### src/rtl/qiangda_keypad_if.sv
// Contestant/judge buttons and the conditioned requests sent on to the quiz controller.
interface qiangda_keypad_if;
  logic [3:0] key_raw;
  logic       add_raw;
  logic       stu_raw;
  logic [3:0] in;
  logic       add;
  logic       stu;
  logic       lock;
  logic [3:0] lamp;

  // Button side drives raw inputs and observes the conditioned outputs.
  modport master (
    output key_raw, add_raw, stu_raw,
    input  in, add, stu, lock, lamp
  );

  // Keypad front end.
  modport slave (
    input  key_raw, add_raw, stu_raw,
    output in, add, stu, lock, lamp
  );
endinterface

### src/rtl/qiangda_keypad.sv
// Quiz-buzzer front end: synchronise and debounce buttons, arbitrate the first
// contestant press, hold a one-hot request, then lock out until the judge scores.
module qiangda_keypad #(
  parameter int unsigned DEB_CYCLES  = 8,
  parameter int unsigned HOLD_CYCLES = 4
) (
  input logic              clk,
  input logic              clr,
  qiangda_keypad_if.slave  bus
);

  localparam int unsigned DW = $clog2(DEB_CYCLES + 1);
  localparam int unsigned HW = $clog2(HOLD_CYCLES + 1);

  localparam logic [1:0] StIdle   = 2'd0;
  localparam logic [1:0] StSend   = 2'd1;
  localparam logic [1:0] StLocked = 2'd2;

  // Bit order: {key[3:0], add, stu}.
  logic [5:0]         raw;
  logic [5:0]         sync1_q, sync2_q;
  logic [5:0]         deb_q, deb_d;
  logic [5:0]         deb_prev_q;
  logic [5:0]         press_q;
  logic [5:0][DW-1:0] cnt_q, cnt_d;

  logic [1:0]    state_q, state_d;
  logic [3:0]    winner_q, winner_d;
  logic [HW-1:0] hold_q, hold_d;
  logic [3:0]    key_press;
  logic          judge_ev;

  assign raw       = {bus.key_raw, bus.add_raw, bus.stu_raw};
  assign key_press = press_q[5:2];
  assign judge_ev  = press_q[1] | press_q[0];

  // Debounce: count consecutive mismatching samples, adopt the new level once stable.
  always_comb begin
    deb_d = deb_q;
    cnt_d = '0;
    for (int i = 0; i < 6; i++) begin
      if (sync2_q[i] != deb_q[i]) begin
        if (cnt_q[i] == DW'(DEB_CYCLES - 1)) begin
          deb_d[i] = sync2_q[i];
        end else begin
          cnt_d[i] = cnt_q[i] + 1'b1;
        end
      end
    end
  end

  // Arbitration FSM; press events outside IDLE are simply dropped.
  always_comb begin
    state_d  = state_q;
    winner_d = winner_q;
    hold_d   = hold_q;
    case (state_q)
      StIdle: begin
        if (|key_press) begin
          state_d = StSend;
          hold_d  = '0;
          if (key_press[3])      winner_d = 4'b1000;
          else if (key_press[2]) winner_d = 4'b0100;
          else if (key_press[1]) winner_d = 4'b0010;
          else                   winner_d = 4'b0001;
        end
      end
      StSend: begin
        // Judge pulses here are emitted but never shorten the hold.
        if (hold_q == HW'(HOLD_CYCLES - 1)) begin
          state_d = StLocked;
        end else begin
          hold_d = hold_q + 1'b1;
        end
      end
      StLocked: begin
        if (judge_ev) state_d = StIdle;
      end
      default: state_d = StIdle;
    endcase
  end

  // State, synchronisers, debounce and edge-detect registers.
  always_ff @(posedge clk or posedge clr) begin
    if (clr) begin
      sync1_q    <= '0;
      sync2_q    <= '0;
      deb_q      <= '0;
      deb_prev_q <= '0;
      press_q    <= '0;
      cnt_q      <= '0;
      state_q    <= StIdle;
      winner_q   <= '0;
      hold_q     <= '0;
    end else begin
      sync1_q    <= raw;
      sync2_q    <= sync1_q;
      deb_q      <= deb_d;
      deb_prev_q <= deb_q;
      press_q    <= deb_q & ~deb_prev_q;
      cnt_q      <= cnt_d;
      state_q    <= state_d;
      winner_q   <= winner_d;
      hold_q     <= hold_d;
    end
  end

  assign bus.in   = (state_q == StSend) ? winner_q : 4'b0000;
  assign bus.lock = (state_q == StSend) || (state_q == StLocked);
  assign bus.lamp = bus.lock ? winner_q : 4'b0000;
  assign bus.add  = press_q[1];
  // add wins a same-cycle tie.
  assign bus.stu  = press_q[0] & ~press_q[1];

endmodule

### src/flat_wrapper.sv
// flat-port wrapper written by rule: the top's interface ports become plain ports
module qiangda_keypad_flat 
#(
  parameter int unsigned DEB_CYCLES  = 8,
  parameter int unsigned HOLD_CYCLES = 4
)
  (clk, clr, bus_key_raw, bus_add_raw, bus_stu_raw, bus_in, bus_add, bus_stu, bus_lock, bus_lamp);
  qiangda_keypad_if bus_i ();
  input logic clk;
  input logic clr;
  input wire logic [$bits(bus_i.key_raw)-1:0] bus_key_raw;
  input wire logic [$bits(bus_i.add_raw)-1:0] bus_add_raw;
  input wire logic [$bits(bus_i.stu_raw)-1:0] bus_stu_raw;
  output wire logic [$bits(bus_i.in)-1:0] bus_in;
  output wire logic [$bits(bus_i.add)-1:0] bus_add;
  output wire logic [$bits(bus_i.stu)-1:0] bus_stu;
  output wire logic [$bits(bus_i.lock)-1:0] bus_lock;
  output wire logic [$bits(bus_i.lamp)-1:0] bus_lamp;
  assign bus_i.key_raw = bus_key_raw;
  assign bus_i.add_raw = bus_add_raw;
  assign bus_i.stu_raw = bus_stu_raw;
  assign bus_in = bus_i.in;
  assign bus_add = bus_i.add;
  assign bus_stu = bus_i.stu;
  assign bus_lock = bus_i.lock;
  assign bus_lamp = bus_i.lamp;
  qiangda_keypad #(.DEB_CYCLES(DEB_CYCLES), .HOLD_CYCLES(HOLD_CYCLES)) u_core (.clk(clk), .clr(clr), .bus(bus_i));
endmodule
### config.mk
export PLATFORM = sky130hd
export DESIGN_NAME = qiangda_keypad_flat
export DESIGN_NICKNAME = d
export VERILOG_FILES = /design/src/rtl/qiangda_keypad_if.sv /design/src/rtl/qiangda_keypad.sv /design/src/flat_wrapper.sv
export SDC_FILE = /design/constraint.sdc
export NUM_CORES = 1
export LEC_CHECK = 0
export CORE_MARGIN = 4
export CORE_UTILIZATION = 35
export DETAILED_ROUTE_END_ITERATION = 12
export HOLD_SLACK_MARGIN = 0.06
export PLACE_DENSITY = 0.49
export REMOVE_ABC_BUFFERS = 1
export SLEW_MARGIN = 20
export SYNTH_ARGS = -nofsm -noshare
export SYNTH_HDL_FRONTEND = slang
export SYNTH_SLANG_ARGS = --single-unit
export TNS_END_PERCENT = 50
### constraint.sdc
create_clock -name clk -period 3.8 [get_ports clk]
set_input_delay 0.38 -clock clk [delete_from_list [all_inputs] [get_ports clk]]
set_output_delay 0.38 -clock clk [all_outputs]
set_load 0.03 [all_outputs]
==> results of run 1 <==
## worst max-delay path, cell delays in order (launching register included)
cell and delay, ns:
dfrtp_1 0.39, inv_1 0.08, ha_1 0.34, and2_1 0.15, clkdlybuf4s50_1 0.68
## sequential cells by signal (all words and copies together) (netlist names)
signal / cells
u_core.deb_q: 6
u_core.hold_q: 3
u_core.deb_prev_q: 6
u_core.cnt_q: 24
u_core.state_q: 2
u_core.sync1_q: 6
u_core.winner_q: 4
u_core.sync2_q: 6
u_core.press_q: 6
## cells in the mapped netlist
cell type,count
a211oi_1,1
a21oi_1,2
a221oi_4,1
a22o_1,1
a2bb2oi_1,1
a32o_1,1
a32o_2,1
and2_1,8
clkbuf_1,1
dfrtp_1,63
ha_1,12
inv_1,7
mux2_2,6
mux2_4,1
mux2i_1,8
nand2_1,8
nand2b_1,1
nand3_1,6
nor2_1,27
nor2b_1,15
nor3_1,7
nor3b_1,1
nor4_4,1
o21ai_1,1
o31ai_1,1
o32a_1,1
or3_1,1
xnor2_1,12
## power groups by stage
| stage | logic [mW] | registers [mW] | clock network, mW |
|---|---|---|---|
| 2_1_floorplan | 0.573 | 1.00 | 0 |
| 3_3_place_gp | 0.710 | 1.02 | 0 |
| 3_5_place_dp | 0.761 | 1.04 | 0 |
| 4_1_cts | 0.766 | 1.03 | 0.662 |
| 5_1_grt | 0.831 | 1.05 | 0.694 |
| 6_report | 0.749 | 1.03 | 0.640 |
## layout by cell type (no fill, tap or decap)
cell	synthesis	layout
ha_1	12	12
dfrtp_1	63	63
clkdlybuf4s50_1	0	18
nor2b_1	15	15
mux2_4	1	1
buf_4	0	1
o21ai_1	1	1
a2bb2oi_1	1	1
clkinv_2	0	2
inv_1	7	6
a21oi_1	2	2
nor3b_1	1	1
nor2_1	27	27
mux2i_1	8	8
clkbuf_1	1	2
a221oi_4	1	1
and2_1	8	8
a211oi_1	1	1
nand2_1	8	8
nand2b_1	1	1
nor4_4	1	1
a22o_1	1	1
nor3_1	7	7
bufinv_16	0	2
o32a_1	1	1
xnor2_1	12	12
a32o_1	1	1
mux2_2	6	6
or3_1	1	1
nand3_1	6	6
clkbuf_8	0	11
a32o_2	1	1
o31ai_1	1	1
## area by class of cell
type,instances,share of cell area [%]
multi-input combinational,125,29.8
inverter,7,0.905
timing repair buffer,19,6.17
clock buffer,13,5.23
sequential,63,51.9
tap,96,3.95
clock inverter,3,2.14
## how the worst max path moves through the flow
stage	from	end	slack [ns]	cells after the start
6_report	u_core.state_q[0]	bus_lamp[1]	1.46	4
5_1_grt	u_core.state_q[0]	bus_lamp[1]	1.34	4
4_1_cts	u_core.state_q[0]	bus_lamp[1]	1.42	4
3_5_place_dp	u_core.state_q[0]	bus_lamp[1]	1.79	4
3_3_place_gp	u_core.state_q[0]	bus_lamp[1]	1.86	4
2_1_floorplan	clr	u_core.cnt_q[0]	1.85	1
## cell families (layout without fill, tap and decap cells)
logic type                 Yosys count  in the layout
xor gates and xnor gates            12             12
DFF                                 63             63
muxes                               15             15
AOI/OAI and AO/OA                   11             11
buffers and inverters                8             42
and+or+nand+nor                     75             75
adders and majority gates           12             12
## routing by layer
layer / routed length [µm] / track usage (%)
met5: 0 / 0
met1: 1710 / 11.2
met2: 2130 / 18.4
met4: 89 / 6.96
met3: 163 / 3.57
## through the flow
step                utilization [%]  total power, mW  std cells  area, µm²
CTS                            44.2             2.46        326       3040
global placement               41.0             1.73        310       2820
floorplan                         -             1.57        195       2510
detailed placement             41.0             1.80        310       2820
global route                   44.3             2.58        326       3040
finish                         44.3             2.41        326       3040
==> impl_metrics.tcl, run 1 <==
set metrics [dict create \
    reg2reg_depth 5 \
    cp-start-kind "flop" \
    die_x_um 92.7 \
    clock.fmax_mhz 427 \
    ys_types 28 \
    fin_hold_ws_ns 0.349 \
    vias_per_cell 4.53 \
    antenna_cells 0 \
    dr_total_vias 1477 \
    seq_area_um2 1580 \
    sequentialPowerShare_pct 42.5 \
    setup_viol 0 \
    hp-start "u_core.sync1_q[2]" \
    end_kind "output port" \
    final_nets 245 \
    syn_area_per_cell_um2 12.8 \
    clock_path_buffers 2 \
    fin_setup_tns_ns 0 \
    min_path_cells 0 \
    vdd_drop_max_uv 313 \
    fin_skew_ns 0.00638 \
    rr_endpoint "u_core.hold_q[0]" \
    post_cts_buffers 0 \
    drt_iter0_drc 19 \
    ys_ff_latch 63 \
    initial_core_util_pct 36.6 \
    cp_max_fo 5 \
    crit-reg2reg-launch "u_core.state_q[1]" \
    hpwl_um 3010 \
    io_buffer_count 18 \
    synth_top_family_by_area "simple AND/OR/NAND/NOR gates" \
    synth_seq_area_share_pct 62.8 \
    relSlewSlack_pct 44.7 \
    maxCapViolations 0 \
    numCtsBuffers 9 \
    cts_max_level 3 \
    core-area_um2 6870 \
    ys_warn_count 0 \
    worst_slack_ns 1.46 \
    drt-total-wl_um 4090 \
    min_period_over_period_pct 61.7 \
    drive_gt1_share_pct 11.3 \
    syn_area_um2 2510 \
    grt.overflow.total 0 \
    hold_class "flop to flop" \
    syn_to_final_growth_pct 21.1 \
    ant_nets 0 \
    cts_tree "built" \
    synthMuxAreaShare_pct 6.48 \
    drv_slew 0 \
    first_global_vias 1579 \
    grt_pass1_wl_um 7110 \
    synth-simple-area-share_pct 15.2 \
    antenna_found_initial 0 \
    period_minus_slack_ns 2.34 \
    cts_root_buf "clkbuf_8" \
    p_sw_uw 773 \
    rows 30 \
    regToRegSetupSlack_ns 1.97 \
    fill_cells 636 \
    p_leak_nw 1.43 \
    crit_arrival_ns 1.96 \
    final_hold_viol_count 0 \
    clk_pin_slew_worst_paths_ns 0.06 \
    grt_max_degree 50 \
    yosysTopAreaCellShare_pct 62.8 \
    clkPwrFrac_pct 26.5 \
    cts_resized 0 \
    worst_slew_pin_slew_ns 0.828 \
    cts_num_sinks 63 \
    rsz0062_at_grt "no" \
    clk_latency_ns 0.33 \
    status "finished clean" \
    cp.required_ns 3.42 \
    drcViolationCount 0 \
    path_class "flop to output port" \
    multi_input_area_um2 905 \
    dieArea_um2 8590 \
    hold_end "u_core.sync2_q[2]" \
    synth_cells 196 \
    synth_compound_area_share_pct 4.19 \
    wl_per_cell_um 12.5 \
    place_ws_ns 1.79 \
    p_int_mw 1.64 \
    p_comb_share_pct 31.0 \
    synth_xor_area_share_pct 4.19 \
    gp_congestion 0.718 \
    grtUsageTotal_pct 10.8 \
    synthAdderAreaFrac_pct 5.98 \
    holdBufCountCts 0 \
    dr.pass1.iters 3 \
    synthTopCellsByArea "dfrtp_1 (63%), ha_1 (6.0%), xnor2_1 (4.2%), nor2_1 (4.0%), nor2b_1 (3.7%)" \
    io_pins 19 \
    yosysTopAreaCell "dfrtp_1" \
    die_y_um 92.7 \
    p_sw_share_pct 32.0 \
    p_per_area_nw_per_um2 794 \
]
No activity file was read; power rests on OpenSTA's default activity.
==> run 2, diff against run 1 <==
- clock period: 3.8 -> 2.21 ns (I/O delays scaled with it)
==> run 2 against run 1 <==
Compared with the run above: sequential power grew 71%; worst hold slack lost 0.12 ns; utilization is essentially flat; sequential share of layout area is essentially flat; clock-buffer cell count shrank 1; combinational power grew 68%; final cell count shrank 0.31%; sequential cell count is the same; final area is essentially flat; critical endpoint is now bus_lock; largest power group unchanged; highest routed layer unchanged.
==> impl_metrics.tcl, run 2 (synthesis results as in run 1) <==
set metrics [dict create \
    status "finished clean" \
    path_class "flop to output port" \
    vdd_drop_max_uv 419 \
    io_pins 19 \
    syn_to_final_growth_pct 21.1 \
    ant_nets 0 \
    numCtsBuffers 9 \
    worst_slew_pin_slew_ns 0.503 \
    wl_per_cell_um 12.2 \
    drive_gt1_share_pct 11.4 \
    drt-total-wl_um 3980 \
    p_per_area_nw_per_um2 1320 \
    layout_commonest_cell "dfrtp_1" \
    end_kind "output port" \
    crit-reg2reg-launch "u_core.state_q[1]" \
    cts_num_sinks 63 \
    dr.pass1.iters 4 \
    fin_skew_ns 0.00840 \
    die_y_um 92.7 \
    final_hold_viol_count 0 \
    fin_setup_tns_ns 0 \
    reg2reg_depth 5 \
    final_nets 245 \
    io_buffer_count 18 \
    setup_viol 0 \
    drv_slew 0 \
    post_cts_buffers 0 \
    first_global_vias 1604 \
    grt.overflow.total 0 \
    dr_total_vias 1470 \
    hpwl_um 2840 \
    drcViolationCount 0 \
    grtUsageTotal_pct 10.5 \
    cp-start-kind "flop" \
    antenna_found_initial 0 \
    grt_max_degree 42 \
    finish.utilization_pct 44.3 \
    gp_congestion 0.699 \
    hold_class "input pin to asynchronous set/reset pin" \
    regToRegSetupSlack_ns 0.38 \
    clk_latency_ns 0.33 \
    cts_root_buf "clkbuf_8" \
    antenna_cells 0 \
    clkPwrFrac_pct 24.6 \
    rr_endpoint "u_core.hold_q[0]" \
    cp.required_ns 1.99 \
    vias_per_cell 4.52 \
    cp_max_fo 5 \
    largest_register_ffs 24 \
    cts_max_level 3 \
    min_period_over_period_pct 92.1 \
    worst_slack_ns 0.174 \
    clock.fmax_mhz 491 \
    p_sw_share_pct 32.8 \
    cts_tree "built" \
    core-area_um2 6870 \
    die_x_um 92.7 \
    relSlewSlack_pct 66.4 \
    place_ws_ns 0.371 \
    crit_arrival_ns 1.81 \
    rsz0062_at_grt "no" \
    sequentialPowerShare_pct 43.9 \
    largest-register "u_core.cnt_q" \
    clock_path_buffers 2 \
    dieArea_um2 8590 \
    p_sw_mw 1.32 \
    initial_core_util_pct 36.6 \
    final_cell_mix "dfrtp_1 (63), nor2_1 (27), nor2b_1 (15), xnor2_1 (12), ha_1 (12)" \
    p_leak_nw 1.54 \
    drt_iter0_drc 34 \
    holdBufCountCts 0 \
    period_minus_slack_ns 2.04 \
    rows 30 \
    p_comb_share_pct 31.5 \
    grt_pass1_wl_um 6860 \
    clk_pin_slew_worst_paths_ns 0.07 \
    fill_cells 643 \
    crit_start "u_core.state_q[0]" \
    maxCapViolations 0 \
    p_int_mw 2.69 \
]
-- run 2: area by class of cell --
cell class	instances	area (µm²)	share of cell area, %
Inverter	7	26.3	0.864
Sequential cell	63	1580	51.8
Tap cell	96	120	3.95
Timing Repair Buffer	19	216	7.12
Clock buffer	12	155	5.10
Clock inverter	3	42.5	1.40
Multi-Input combinational cell	125	905	29.7
-- run 2: worst max-delay path by stage --
stage,end,slack (ns),cells after the start
3_3_place_gp,bus_lamp[1],0.43,4
5_1_grt,bus_lock,0.04,3
6_report,bus_lock,0.17,3
3_5_place_dp,bus_lamp[1],0.37,4
2_1_floorplan,u_core.cnt_q[0],0.42,1
4_1_cts,bus_lamp[0],0.02,4
-- run 2: power groups by stage --
stage               clock network (mW)  logic, mW  registers (mW)
floorplan                            0      0.985            1.72
global placement                     0       1.22            1.75
detailed placement                   0       1.29            1.79
CTS                               1.02       1.30            1.77
global route                      1.08       1.40            1.82
finish                           0.988       1.26            1.76
-- run 2: critical path, cell delays in order (launching register included) --
cell and delay (ns):
dfrtp_1 0.39, inv_1 0.08, ha_1 0.33, clkdlybuf4s50_1 0.69
-- run 2: what timing repair did --
item / CTS / global route
endpoints found under the setup margin: 1 / 7
gates resized for setup: 1 / 7
gates cloned: 0 / 0
-- run 2: routing by layer --
| metal | wire length (µm) | GRT usage (%) | vias up |
|---|---|---|---|
| li1 | - | - | 715 |
| met1 | 1690 | 11.1 | 718 |
| met2 | 2000 | 17.5 | 28 |
| met3 | 181 | 3.90 | 9 |
| met4 | 104 | 7.33 | 0 |
| met5 | 0 | 0 | - |
-- run 2: metrics by stage --
stage / instances / cell area [µm²] / total power, mW / hold slack (ns)
floorplan: 195 / 2510 / 2.71 / 0.252
global placement: 310 / 2830 / 2.97 / 0.333
detailed placement: 310 / 2830 / 3.08 / 0.338
CTS: 325 / 3020 / 4.08 / 0.241
global route: 325 / 3040 / 4.29 / 0.280
finish: 325 / 3040 / 4.01 / 0.233
